**src/rtl/spi_reg_bridge.sv**
```systemverilog
// SPI-slave (mode 0) to register-bus bridge with burst, read handshake and error reporting.
// Optional odd parity per data word: define SPI_REG_BRIDGE_PARITY_EN.
//
// state  | meaning
// IDLE   | waiting for SSB fall
// HDR    | shifting header (rw, burst)
// ADDR   | shifting address
// WDATA  | shifting write data word(s)
// RDWAIT | read requested, waiting for rd_ack or first data SCLK fall
// RDATA  | shifting read data out on MISO
module spi_reg_bridge #(
    parameter int HDR_W       = 2,
    parameter int ADDR_W      = 14,
    parameter int DATA_W      = 16,
    parameter int SYNC_STAGES = 2
) (
    input  logic              clk_100mhz,
    input  logic              rst_n_eim,
    input  logic              SCLK,
    input  logic              SSB,
    input  logic              MOSI,
    output logic              MISO,
    output logic              miso_oe,
    output logic              wr_en,
    output logic [ADDR_W-1:0] wr_addr,
    output logic [DATA_W-1:0] wr_data,
    output logic              rd_req,
    output logic [ADDR_W-1:0] rd_addr,
    input  logic              rd_ack,
    input  logic [DATA_W-1:0] rd_data,
    output logic              busy,
    output logic              err_flag,
    output logic [15:0]       pkt_cnt
);

    localparam logic [2:0] S_IDLE   = 3'd0;
    localparam logic [2:0] S_HDR    = 3'd1;
    localparam logic [2:0] S_ADDR   = 3'd2;
    localparam logic [2:0] S_WDATA  = 3'd3;
    localparam logic [2:0] S_RDWAIT = 3'd4;
    localparam logic [2:0] S_RDATA  = 3'd5;

`ifdef SPI_REG_BRIDGE_PARITY_EN
    localparam int PAR_W = 1;
`else
    localparam int PAR_W = 0;
`endif
    localparam int WORD_W = DATA_W + PAR_W;
    localparam int SH_A   = (HDR_W > ADDR_W) ? HDR_W : ADDR_W;
    localparam int SH_W   = (SH_A > WORD_W) ? SH_A : WORD_W;
    localparam int CNT_W  = $clog2(SH_W + 1);

    localparam logic [CNT_W-1:0] HDR_LAST  = CNT_W'(HDR_W - 1);
    localparam logic [CNT_W-1:0] ADDR_LAST = CNT_W'(ADDR_W - 1);
    localparam logic [CNT_W-1:0] WORD_LAST = CNT_W'(WORD_W - 1);

    logic [SYNC_STAGES-1:0] sclk_sync, ssb_sync, mosi_sync;
    logic                   sclk_d, ssb_d;
    logic                   sclk_s, ssb_s, mosi_s;
    logic                   sclk_rise, sclk_fall, ssb_rise, ssb_fall;

    logic [2:0]        state;
    logic [CNT_W-1:0]  bit_cnt;
    logic [SH_W-2:0]   shift_in;
    logic [SH_W-1:0]   nxt_sh;
    logic [WORD_W-1:0] out_sh;
    logic [ADDR_W-1:0] addr;
    logic              rw, burst, done;
    logic              abort_err;

    logic [DATA_W-1:0] wr_word;
    logic              wr_par_ok;
    logic [DATA_W-1:0] rd_src;
    logic [WORD_W-1:0] rd_load;

    // SSB chain resets high so reset never looks like a select
    always_ff @(posedge clk_100mhz or negedge rst_n_eim) begin
        if (!rst_n_eim) begin
            sclk_sync <= '0;
            ssb_sync  <= '1;
            mosi_sync <= '0;
            sclk_d    <= 1'b0;
            ssb_d     <= 1'b1;
        end else begin
            sclk_sync <= {sclk_sync[SYNC_STAGES-2:0], SCLK};
            ssb_sync  <= {ssb_sync[SYNC_STAGES-2:0], SSB};
            mosi_sync <= {mosi_sync[SYNC_STAGES-2:0], MOSI};
            sclk_d    <= sclk_s;
            ssb_d     <= ssb_s;
        end
    end

    assign sclk_s    = sclk_sync[SYNC_STAGES-1];
    assign ssb_s     = ssb_sync[SYNC_STAGES-1];
    assign mosi_s    = mosi_sync[SYNC_STAGES-1];
    assign sclk_rise = sclk_s & ~sclk_d;
    assign sclk_fall = ~sclk_s & sclk_d;
    assign ssb_rise  = ssb_s & ~ssb_d;
    assign ssb_fall  = ~ssb_s & ssb_d;
    assign busy      = ~ssb_s;
    assign nxt_sh    = {shift_in, mosi_s};
    assign rd_src    = rd_ack ? rd_data : '0;

`ifdef SPI_REG_BRIDGE_PARITY_EN
    assign wr_word   = nxt_sh[DATA_W:1];
    assign wr_par_ok = ^nxt_sh[DATA_W:0];
    assign rd_load   = {rd_src, ~^rd_src};
`else
    assign wr_word   = nxt_sh[DATA_W-1:0];
    assign wr_par_ok = 1'b1;
    assign rd_load   = rd_src;
`endif

    // Deselect with bits of an unfinished header/address/data word pending
    assign abort_err = ((state == S_HDR) && (bit_cnt != '0)) ||
                       (state == S_ADDR) ||
                       (((state == S_WDATA) || (state == S_RDATA)) && !done && (bit_cnt != '0));

    always_ff @(posedge clk_100mhz or negedge rst_n_eim) begin
        if (!rst_n_eim) begin
            state    <= S_IDLE;
            bit_cnt  <= '0;
            shift_in <= '0;
            out_sh   <= '0;
            addr     <= '0;
            rw       <= 1'b0;
            burst    <= 1'b0;
            done     <= 1'b0;
            MISO     <= 1'b0;
            miso_oe  <= 1'b0;
            wr_en    <= 1'b0;
            wr_addr  <= '0;
            wr_data  <= '0;
            rd_req   <= 1'b0;
            rd_addr  <= '0;
            err_flag <= 1'b0;
            pkt_cnt  <= '0;
        end else begin
            wr_en  <= 1'b0;
            rd_req <= 1'b0;
            if (sclk_rise) shift_in <= nxt_sh[SH_W-2:0];

            if (ssb_rise) begin
                if (abort_err) err_flag <= 1'b1;
                state   <= S_IDLE;
                bit_cnt <= '0;
                done    <= 1'b0;
                MISO    <= 1'b0;
                miso_oe <= 1'b0;
            end else begin
                case (state)
                    S_IDLE: begin
                        if (ssb_fall) begin
                            state    <= S_HDR;
                            bit_cnt  <= '0;
                            done     <= 1'b0;
                            err_flag <= 1'b0;
                        end
                    end
                    S_HDR: begin
                        if (sclk_rise) begin
                            if (bit_cnt == HDR_LAST) begin
                                rw      <= nxt_sh[HDR_W-1];
                                burst   <= nxt_sh[HDR_W-2];
                                bit_cnt <= '0;
                                state   <= S_ADDR;
                            end else begin
                                bit_cnt <= bit_cnt + CNT_W'(1);
                            end
                        end
                    end
                    S_ADDR: begin
                        if (sclk_rise) begin
                            if (bit_cnt == ADDR_LAST) begin
                                addr    <= nxt_sh[ADDR_W-1:0];
                                bit_cnt <= '0;
                                if (rw) begin
                                    rd_req  <= 1'b1;
                                    rd_addr <= nxt_sh[ADDR_W-1:0];
                                    state   <= S_RDWAIT;
                                end else begin
                                    state <= S_WDATA;
                                end
                            end else begin
                                bit_cnt <= bit_cnt + CNT_W'(1);
                            end
                        end
                    end
                    S_WDATA: begin
                        if (sclk_rise && !done) begin
                            if (bit_cnt == WORD_LAST) begin
                                bit_cnt <= '0;
                                if (wr_par_ok) begin
                                    wr_en   <= 1'b1;
                                    wr_addr <= addr;
                                    wr_data <= wr_word;
                                    pkt_cnt <= pkt_cnt + 16'd1;
                                end else begin
                                    err_flag <= 1'b1;
                                end
                                if (burst) addr <= addr + ADDR_W'(1);
                                else       done <= 1'b1;
                            end else begin
                                bit_cnt <= bit_cnt + CNT_W'(1);
                            end
                        end
                    end
                    S_RDWAIT: begin
                        // A fall here is the MSB slot: present it now, zeros if no ack yet
                        if (sclk_fall) begin
                            MISO    <= rd_load[WORD_W-1];
                            out_sh  <= rd_load << 1;
                            miso_oe <= 1'b1;
                            state   <= S_RDATA;
                            if (!rd_ack) err_flag <= 1'b1;
                        end else if (rd_ack) begin
                            out_sh  <= rd_load;
                            miso_oe <= 1'b1;
                            state   <= S_RDATA;
                        end
                    end
                    S_RDATA: begin
                        if (sclk_fall && !done) begin
                            MISO   <= out_sh[WORD_W-1];
                            out_sh <= out_sh << 1;
                        end
                        if (sclk_rise && !done) begin
                            if (bit_cnt == WORD_LAST) begin
                                bit_cnt <= '0;
                                pkt_cnt <= pkt_cnt + 16'd1;
                                if (burst) begin
                                    addr    <= addr + ADDR_W'(1);
                                    rd_addr <= addr + ADDR_W'(1);
                                    rd_req  <= 1'b1;
                                    state   <= S_RDWAIT;
                                end else begin
                                    done <= 1'b1;
                                    MISO <= 1'b0;
                                end
                            end else begin
                                bit_cnt <= bit_cnt + CNT_W'(1);
                            end
                        end
                    end
                    default: state <= S_IDLE;
                endcase
            end
        end
    end

endmodule

```
**config.mk**
```make
export PLATFORM = sky130hd
export DESIGN_NAME = spi_reg_bridge
export DESIGN_NICKNAME = d
export VERILOG_FILES = /design/src/rtl/spi_reg_bridge.sv
export SDC_FILE = /design/constraint.sdc
export NUM_CORES = 1
export LEC_CHECK = 0
export CAP_MARGIN = 10
export CORE_MARGIN = 2
export CORE_UTILIZATION = 40
export DETAILED_ROUTE_END_ITERATION = 10
export GPL_TIMING_DRIVEN = 0
export PLACE_DENSITY = 0.72
export SLEW_MARGIN = 20
export SYNTH_ARGS = -nofsm -noshare
export SYNTH_HDL_FRONTEND = slang
export SYNTH_SLANG_ARGS = --single-unit
```
**constraint.sdc**
```tcl
create_clock -name clk_100mhz -period 4.38 [get_ports clk_100mhz]
set_input_delay 1.095 -clock clk_100mhz [delete_from_list [all_inputs] [get_ports clk_100mhz]]
set_output_delay 1.095 -clock clk_100mhz [all_outputs]
set_load 0.05 [all_outputs]
```
==> flow_metrics.env <==
export IMPL_crit_arrival_ps=1680
export IMPL_drt_total_wl_um=15700
export IMPL_max_cap_viol_count=0
export IMPL_drive_above_1_share=0.143
export IMPL_power_density_mw_per_mm2=441
export IMPL_r2r_setup_slack_ps=2030
export IMPL_crit_type="reg2out"
export IMPL_vias_per_cell=5.28
export IMPL_crit_slowest_cell="clkdlybuf4s50_1"
export IMPL_nFillCells=1463
export IMPL_critical_path_max_fanout=3
export IMPL_dp_slack_ps=1520
export IMPL_grt_overflow=0
export IMPL_die_area_mm2=0.0171
export IMPL_multi_input_area_mm2=0.00297
export IMPL_cts_tree="built"
export IMPL_synth_edff_count=0
export IMPL_fin_tns_setup_ps=0
export IMPL_hold_buffers=0
export IMPL_crit_required_ps=3280
export IMPL_cts_sinks=129
export IMPL_rsz0062_at_grt="no"
export IMPL_synth_cell_types=73
export IMPL_async_flop_share=1.00
export IMPL_fp_dieW_um=131
export IMPL_ys_seq_area_frac=0.502
export IMPL_area_growth_pct=27.7
export IMPL_clkTransAtPathRegs_ps=60
export IMPL_ir_worst_vdd_mv=0.322
export IMPL_antenna_found_initial=0
export IMPL_skew_ps=8.07
export IMPL_ff_latch_area_mm2=0.00323
export IMPL_p_sw_w=0.00111
export IMPL_synthCells=658
export IMPL_drtIter0Drc=426
export IMPL_worst_slew_pin_slew_ps=752
export IMPL_clock_latency_ps=420
export IMPL_fin_crit_sh=0.634
export IMPL_ys_warn_count=0
export IMPL_die_h_um=131
export IMPL_cts_made_buffers=17
export IMPL_seqPwrFrac=0.404
export IMPL_fmaxAchievable_mhz=360
export IMPL_syn_nets=687
export IMPL_cp_top_family="buffers and inverters"
export IMPL_nets=794
export IMPL_cts_resized=0
export IMPL_combPwrFrac=0.195
export IMPL_cts_root_buf="clkbuf_16"
export IMPL_dp_hpwl_um=11100
export IMPL_drc=0
export IMPL_status="finished clean"
export IMPL_row_count=46
export IMPL_synth_ff_type="dfrtp_1"
export IMPL_cts_htree_levels=4
export IMPL_fin_ws_ps=1600
export IMPL_first_global_vias=5069
export IMPL_drv_slew=0
export IMPL_grt_max_degree=71
export IMPL_grt_pass1_wl_um=25700
export IMPL_gp_congestion=0.924
export IMPL_critPathLaunchType="flip-flop"
export IMPL_grt_usage=0.192
export IMPL_cpPeakStageDelay_ps=690
export IMPL_power_w=0.00363
export IMPL_endpoint_kind="output port"
export IMPL_post_cts_buffers=0
export IMPL_switching_share=0.305
export IMPL_internal_power_w=0.00252
export IMPL_wire_per_inst_um=15.8
export IMPL_antenna_left=0
export IMPL_syn_mean_instance_area_um2=9.79
export IMPL_synth_seq_cells=129
export IMPL_p_leak_nw=3.69
export IMPL_initial_core_util=0.407
export IMPL_finalSetupViolCount=0
export IMPL_timing_critical_path_buf_inv=2
export IMPL_core_region_area_mm2=0.0158
export IMPL_io_pins=88
export IMPL_timing_final_hold_violations=0
export IMPL_period_needed_ps=2780
export IMPL_diodes=0
export IMPL_port_buffers=87
export IMPL_slew_headroom=0.492
export IMPL_syn_cell_area_mm2=0.00644
export IMPL_p_clk_frac=0.401
export IMPL_clk_path_buf_depth=2
export IMPL_worstPathCellList="inv_1 -> clkdlybuf4s50_1"
export IMPL_hp_class="reg2reg"
export IMPL_via_count=5241
export IMPL_dr_pass1_iters=5
[power groups by stage]
stage / combinational, W / clock, W / sequential (W)
final: 0.000706 / 0.00145 / 0.00147
after global routing: 0.000785 / 0.00153 / 0.00148
after CTS: 0.000700 / 0.00148 / 0.00146
after detailed placement: 0.000694 / 0 / 0.00148
after global placement: 0.000682 / 0 / 0.00148
after floorplan: 0.000495 / 0 / 0.00144
[routing by layer]
metal / GRT usage / up-vias / routed length (um)
li1: - / 2519 / -
met1: 0.281 / 2523 / 7590
met2: 0.287 / 179 / 7060
met3: 0.0358 / 20 / 812
met4: 0.0651 / 0 / 214
met5: 0 / - / 0
[registers in the layout, indices dropped and copies added (netlist names), 2 cells and up]
signal / flops
out_sh: 16
bit_cnt: 5
mosi_sync: 2
state: 3
sclk_sync: 2
wr_addr: 14
shift_in: 15
rd_addr: 14
ssb_sync: 2
wr_data: 16
addr: 14
pkt_cnt: 16
[per-stage QoR]
step	std cells	area, um^2	hold slack, ps	util
floorplan	658	6440	331	-
global placement	961	7580	334	0.479
detailed placement	962	7610	336	0.481
CTS	993	8220	350	0.520
global route	993	8220	361	0.520
finish	993	8220	348	0.520
[logic make-up (layout without fill, tap and decap cells)]
| group | count (synthesis) | count (layout) | share of synthesized area |
|---|---|---|---|
| xor gates and xnor gates | 28 | 28 | 0.0410 |
| muxes | 44 | 44 | 0.0758 |
| DFF | 129 | 129 | 0.502 |
| AOI/OAI and AO/OA | 130 | 130 | 0.131 |
| and+or+nand+nor | 269 | 269 | 0.200 |
| adders and majority gates | 7 | 7 | 0.0136 |
| buffers and inverters | 51 | 170 | 0.0369 |
[cell type report]
class | count | area share
inverter | 11 | 0.00502
multi-input combinational | 478 | 0.361
timing repair buffer | 88 | 0.110
buffer | 40 | 0.0239
clock buffer | 19 | 0.0551
clock inverter | 12 | 0.0190
tap | 216 | 0.0329
sequential | 129 | 0.393
[worst paths after layout]
check / start / endpoint / cells past startpoint
setup / recovery: ssb_sync[1] / busy / 2
hold / removal: mosi_sync[0] / mosi_sync[1] / 0
setup reg to reg: ssb_sync[1] / bit_cnt[4] / 7
hold reg to reg: mosi_sync[0] / mosi_sync[1] / 0
max in group asynchronous: rst_n_eim / wr_addr[6] / 2
min in group asynchronous: rst_n_eim / state[1] / 1
[layout by cell type, fill, tap and decap left out, drive strengths merged, types with 4 or more instances in the layout]
cell             n
and3             5
a211oi           4
buf             24
a22oi           15
nand2b           6
o21ai           45
mux2i            9
nor3            10
nand4           12
and2             5
a21o             5
clkdlybuf4s50   86
nand2          151
nor2b            4
mux2            35
inv             13
xnor2           17
xor2            11
clkbuf          37
ha               7
a21oi           31
o22ai            5
nor2            28
dfrtp          126
clkinv           6
a31oi            4
nand3           28
[cell usage after synthesis, types with 6 or more instances]
| master | count | area (um^2) |
|---|---|---|
| nand2_1 | 150 | 563 |
| dfrtp_1 | 126 | 3150 |
| o21ai_0 | 42 | 210 |
| ha_1 | 7 | 87.6 |
| mux2i_1 | 9 | 90.1 |
| buf_2 | 16 | 80.1 |
| nor3_1 | 9 | 45.0 |
| clkbuf_1 | 18 | 67.6 |
| a22oi_1 | 15 | 113 |
| nand4_1 | 11 | 68.8 |
| mux2_2 | 33 | 372 |
| xnor2_1 | 17 | 149 |
| nor2_1 | 26 | 97.6 |
| xor2_1 | 10 | 87.6 |
| nand2b_1 | 6 | 37.5 |
| nand3_1 | 27 | 135 |
| inv_1 | 11 | 41.3 |
| a21oi_1 | 30 | 150 |
Note: power is estimated with default switching activity, not from simulation.
